**config.mk**
```make
export PLATFORM = sky130hd
export DESIGN_NAME = rd_otf_converter
export DESIGN_NICKNAME = d
export VERILOG_FILES = /design/src/rtl/rd_otf_converter.sv
export SDC_FILE = /design/constraint.sdc
export NUM_CORES = 1
export LEC_CHECK = 0
export ABC_AREA = 1
export ABC_CLOCK_PERIOD_IN_PS = 1950
export CAP_MARGIN = 30
export CELL_PAD_IN_SITES_DETAIL_PLACEMENT = 2
export CELL_PAD_IN_SITES_GLOBAL_PLACEMENT = 2
export CORE_MARGIN = 2
export CORE_UTILIZATION = 31
export CTS_CLUSTER_SIZE = 8
export DETAILED_ROUTE_END_ITERATION = 6
export PLACE_DENSITY = 0.78
export SETUP_SLACK_MARGIN = 0.1
export SLEW_MARGIN = 20
export SYNTH_ARGS = -nofsm -noshare
export SYNTH_HDL_FRONTEND = slang
export SYNTH_SLANG_ARGS = --single-unit
export TNS_END_PERCENT = 1
```
**constraint.sdc**
```tcl
create_clock -name clk -period 1.95 [get_ports clk]
set_clock_uncertainty 0.05 [all_clocks]
set_input_delay 0.2925 -clock clk [delete_from_list [all_inputs] [get_ports clk]]
set_output_delay 0.2925 -clock clk [all_outputs]
set_load 0.01 [all_outputs]
```
**src/rtl/rd_otf_converter.sv**
```systemverilog
// rd_otf_converter
// Digit-serial on-the-fly converter from a borrow-save signed-digit stream
// (MSD first, one digit per cycle) to an NDIG+1 bit two's-complement word.
// Q/QM register pairs (QM = Q - 1) avoid any carry-propagate addition.
//
// Handshake: a transfer happens on a rising clk edge when valid and ready
// are both high; ready never depends combinationally on the partner's valid.
module rd_otf_converter #(
   parameter int NDIG = 16,
   parameter int CW   = $clog2(NDIG + 1)
) (
   input  logic            clk,
   input  logic            nReset,
   input  logic            in_valid,
   output logic            in_ready,
   input  logic            zp,
   input  logic            zn,
   output logic            out_valid,
   input  logic            out_ready,
   output logic [NDIG:0]   q
);

   localparam logic [1:0] S_IDLE = 2'd0;
   localparam logic [1:0] S_CONV = 2'd1;
   localparam logic [1:0] S_DONE = 2'd2;

   logic [1:0]    state;
   logic [NDIG:0] q_reg;
   logic [NDIG:0] qm_reg;
   logic [NDIG:0] q_nxt;
   logic [NDIG:0] qm_nxt;
   logic [CW-1:0] cnt;
   logic          accept;
   logic          last_digit;

   // Ready is held low during reset and while a result waits for the consumer.
   assign in_ready   = nReset && (state != S_DONE);
   assign out_valid  = (state == S_DONE);
   assign accept     = in_valid && in_ready;
   assign last_digit = (cnt == CW'(NDIG - 1));

   // Next Q/QM for the digit on zp/zn; 11 decodes as zero like 00.
   always_comb begin
      q_nxt  = {q_reg[NDIG-1:0], 1'b0};
      qm_nxt = {qm_reg[NDIG-1:0], 1'b1};
      case ({zp, zn})
         2'b10: begin
            q_nxt  = {q_reg[NDIG-1:0], 1'b1};
            qm_nxt = {q_reg[NDIG-1:0], 1'b0};
         end
         2'b01: begin
            q_nxt  = {qm_reg[NDIG-1:0], 1'b1};
            qm_nxt = {qm_reg[NDIG-1:0], 1'b0};
         end
         default: begin
            q_nxt  = {q_reg[NDIG-1:0], 1'b0};
            qm_nxt = {qm_reg[NDIG-1:0], 1'b1};
         end
      endcase
   end

   // Conversion FSM: shift in digits until the last one, then hold the result.
   always_ff @(posedge clk) begin
      if (!nReset) begin
         state  <= S_IDLE;
         q_reg  <= '0;
         qm_reg <= '1;
         cnt    <= '0;
         q      <= '0;
      end else begin
         case (state)
            S_IDLE, S_CONV: begin
               if (accept) begin
                  q_reg  <= q_nxt;
                  qm_reg <= qm_nxt;
                  cnt    <= cnt + CW'(1);
                  if (last_digit) begin
                     q     <= q_nxt;
                     state <= S_DONE;
                  end else begin
                     state <= S_CONV;
                  end
               end
            end
            S_DONE: begin
               if (out_ready) begin
                  q_reg  <= '0;
                  qm_reg <= '1;
                  cnt    <= '0;
                  state  <= S_IDLE;
               end
            end
            default: begin
               state <= S_IDLE;
            end
         endcase
      end
   end

endmodule

```
* After elaboration in Yosys (flattened, before gate mapping) *
Cells that the tools add are included.

word-level totals
  bits in registers = 56
  output and inout bits = 19
  logic and storage cells = 37

cells by class
  add/sub/neg operators = 1
  eq/ne operators = 8
  muxes and demuxes = 15
  reduce and logical (&&, ||, !) cells = 8

operator list
  kind                                                              count
  16-bit one-hot mux with 2 select lines                            3
  16-bit 2-to-1 mux                                                 4
  17-bit one-hot mux with 2 select lines                            1
  5-bit 2-to-1 mux                                                  2
  5-bit one-hot mux with 2 select lines                             1
  2-bit 2-to-1 mux                                                  3
  3-bit AND reduction                                               2
  5-bit by 1-bit adder with 5-bit output (second input constant)    1
  5-bit by 4-bit == test with 1-bit output (second input constant)  1
  2-bit by 1-bit == test with 1-bit output (second input constant)  2
  2-bit == test (second input constant)                             2
  2-bit != test (second input constant)                             2
  2-bit one-hot mux with 2 select lines                             1
  1-bit logical AND                                                 2
  2-bit zero test                                                   1
  2-bit by 1-bit != test with 1-bit output (second input constant)  1
  2-bit AND reduction                                               1
  2-bit nonzero test                                                1
  2-bit OR reduction                                                1

* Longest topological paths before layout *
  depth after elaboration = 5
  gate-level depth with buffers = 11
  gate-level depth less buffers = 10

* Worst setup path before layout *
No wires, ideal clock.

  kind = register to register
  start point = reg cnt[0]
  end point = reg q[4]
  setup time = 0.116 ns
  data arrival time = 1.468 ns
  setup slack = 0.317 ns
  cell stages (with the launch flop) = 11
  buffers on the path = 1
  cell sequence = dfxtp_1 > ha_1 > nand2_1 > nor2_1 > ha_1 > inv_1 > nor2_1 > nand2_1 > clkbuf_1 > o21ai_0 > nor2_1

on the way
  word-level cells in the longest chain between the ends = 2

ends and longest elaborated chain
  what                                      line  source
  from (decl)                               32    logic [CW-1:0] cnt;
  from (signal assigned)                    76    cnt <= cnt + CW'(1);
  5-bit by 4-bit == test with 1-bit output  40    assign last_digit = (cnt == CW'(NDIG - 1));
  3-bit AND reduction (no line)             -
  to (signal assigned)                      78    q <= q_nxt;
  to (decl)                                 20    output logic [NDIG:0] q

Every way passes these cells.
A chain may end at the register's enable or synchronous reset.

* Final worst setup path *
  start point = reg cnt[1]
  end point = reg q[12]

Same word-level chain as after synthesis.

==> impl_results.md <==
- Layout cells sized above 1: 11.5%
- Slew headroom: 74.6%
- Max FFs per register: 33
- Vias: 2730
- Maximum clock frequency: 577 MHz
- Largest net degree at the start of global routing: 35
- Synthesized cell area: 2670 um^2
- Synth top area share: 41.9%
- Final hold vios: 0
- Post-DP HPWL: 6160 um
- First-pass GRT wire length: 14800 um
- Clk sinks: 56
- Rows: 33
- Avg Vias per Cell: 4.91
- #FFs+latches synth: 56
- Area growth syn-to-layout: 24.1%
- Mapped Nets: 425
- Initial antenna violation count: 0
- Iteration-0 DRC Markers: 80
- Total CTS buffers: 5
- Core area: 8300 um^2
- Synth Area per Inst: 6.44 um^2
- Synthesis warning total: 0
- Synth top area cells: dfxtp_1 42%, nand2_1 22%, nor2_1 10%
- CP max FO: 19
- Number of global-route vias before repair: 2966
- Per-cell routed wire length: 15.5 um
- PD cells: 696 nW/um^2
- Final setup fails: 0
- H-tree depth: 2
- Clock root buffer: clkbuf_8
- Crit end category: flop
- Sequential area share after synthesis: 41.9%
- Die X: 96.9 um
- Initial Util: 32.2%
- Hold Worst Slack: 0.431 ns
- Drc violations: 0
- GPL Wtd Cong: 0.755
- Maximum vdd ir drop: 0.320 mV
- CP startpoint kind: flop
- Routed Antenna Nets: 0
- Pre-antenna DRT Iters: 4
- Worst Hold Class: flop to flop
- N_diodes: 0
- Max Root-Sink Buffers: 2
- Worst skew pair latency: 0.33 ns
- Status: finished clean
- Leakage Power: 1.57 nW
- Post-synth top area cell: dfxtp_1
- RSZ-0062 raised after global routing: true
- Worst slew pin tran: 0.381 ns
- Cts hold-fix bufs: 0
- Cell count after synthesis: 415
- Overall global routing resource usage: 19.2%
- Chip height: 96.9 um
- Number of nets in the layout: 460
- Routed WL: 8620 um
- I/O Buffers: 24
- Ports: 25
- Post-synth cell types: 22
- Tcrit/Tclk final: 88.9%
- GRT Residual Overflow: 0
- Slew Limit Fails: 0
- Fillers: 1031
- Die area: 9380 um^2
- WS Path Type: flop to flop
- Max-cap violations: 0
- Sum Neg Setup Slack: 0 ns
- Critical path required time: 2.16 ns
- Util after Layout: 40.0%
- Clk pin slew, worst setup/hold paths: 0.11 ns
- TritonCTS clock tree: built
- Final min period: 1.73 ns
- Data arrival, critical path: 1.95 ns
## cell usage after synthesis
master,number
o21ai_1,4
clkbuf_1,12
buf_6,2
dfxtp_1,56
inv_2,2
nand3_1,30
ha_1,4
a21oi_1,14
nand2_1,159
buf_4,3
a211oi_1,1
nand4_1,2
nand2_4,2
or2_1,1
nand3_4,1
o21ai_0,21
buf_2,5
xor2_1,1
inv_1,21
nor2_1,71
buf_1,2
nand3_2,1
## layout by cell type (no fill, tap or decap), drive strengths merged, types with 4 or more instances in the layout
master / instances
inv: 23
nand2: 161
ha: 4
o21ai: 25
clkdlybuf4s50: 22
a21oi: 14
clkbuf: 5
nor2: 71
dfxtp: 56
buf: 28
nand3: 32
## power breakdown
part	internal, mW	switching, mW	total, mW	leakage [nW]
Clock	0.256	0.436	0.693	0.0404
Combinational	0.148	0.229	0.377	1.07
Sequential	1.20	0.0433	1.24	0.458
## worst max-delay path, stage by stage (launching register included)
cell	delay (ns)
dfxtp_2	0.38
ha_4	0.14
nand2_1	0.07
nor2_2	0.10
ha_1	0.15
inv_1	0.05
nor2_2	0.12
nand2_2	0.08
buf_12	0.15
inv_2	0.07
buf_12	0.14
nor2_1	0.05
nor2_1	0.10
## repair_timing
| item | CTS | global route |
|---|---|---|
| resized for setup | 2 | 12 |
| setup endpoints to repair | 19 | 18 |
| buffers inserted | 0 | 1 |
| pin swaps | 0 | 4 |
## cells by family after synthesis
logic type      Yosys count  synth area share [%]
buf+inv                  47                  7.81
fa+ha+maj                 4                  1.87
simple gates            267                  40.5
compound gates           40                  7.58
flops                    56                  41.9
xor+xnor                  1                 0.328
## per-layer routing
metal  up-vias  track usage (%)  share of wire, %
li1       1360                -                 -
met2        23             36.6                51
met1      1342             22.8                46
met5         -                0                 0
met4         0             3.58              0.85
met3         5             2.89               1.9
## layout make-up
type | instances | area [um^2] | area share [%]
clock buffers | 5 | 68.8 | 2.07
clock inverters | 3 | 23.8 | 0.717
inverters | 23 | 86.3 | 2.60
multi-input cells | 312 | 1370 | 41.2
flip-flops and latches | 56 | 1130 | 33.9
well taps | 105 | 131 | 3.96
repair buffers | 52 | 514 | 15.5
## per-stage QoR
stage	worst slack [ns]	cells	cell area, um^2	power (mW)
3_5_place_dp	-0.175	547	3190	1.64
5_1_grt	0.0447	556	3320	2.44
6_report	0.216	556	3320	2.31
2_1_floorplan	0.317	415	2670	1.49
3_3_place_gp	-0.103	547	3190	1.62
4_1_cts	0.00394	555	3280	2.33
## worst paths after layout
| check | startpoint | endpoint | slack [ns] | cells after the start |
|---|---|---|---|---|
| worst min-delay path | q_reg[11] | q_reg[11] | 0.43 | 2 |
| worst min register to register | q_reg[11] | q_reg[11] | 0.43 | 2 |
| worst max-delay path | cnt[1] | q[12] | 0.22 | 12 |
| worst max register to register | cnt[1] | q[12] | 0.22 | 12 |
Power figures use the tool's default switching activity.
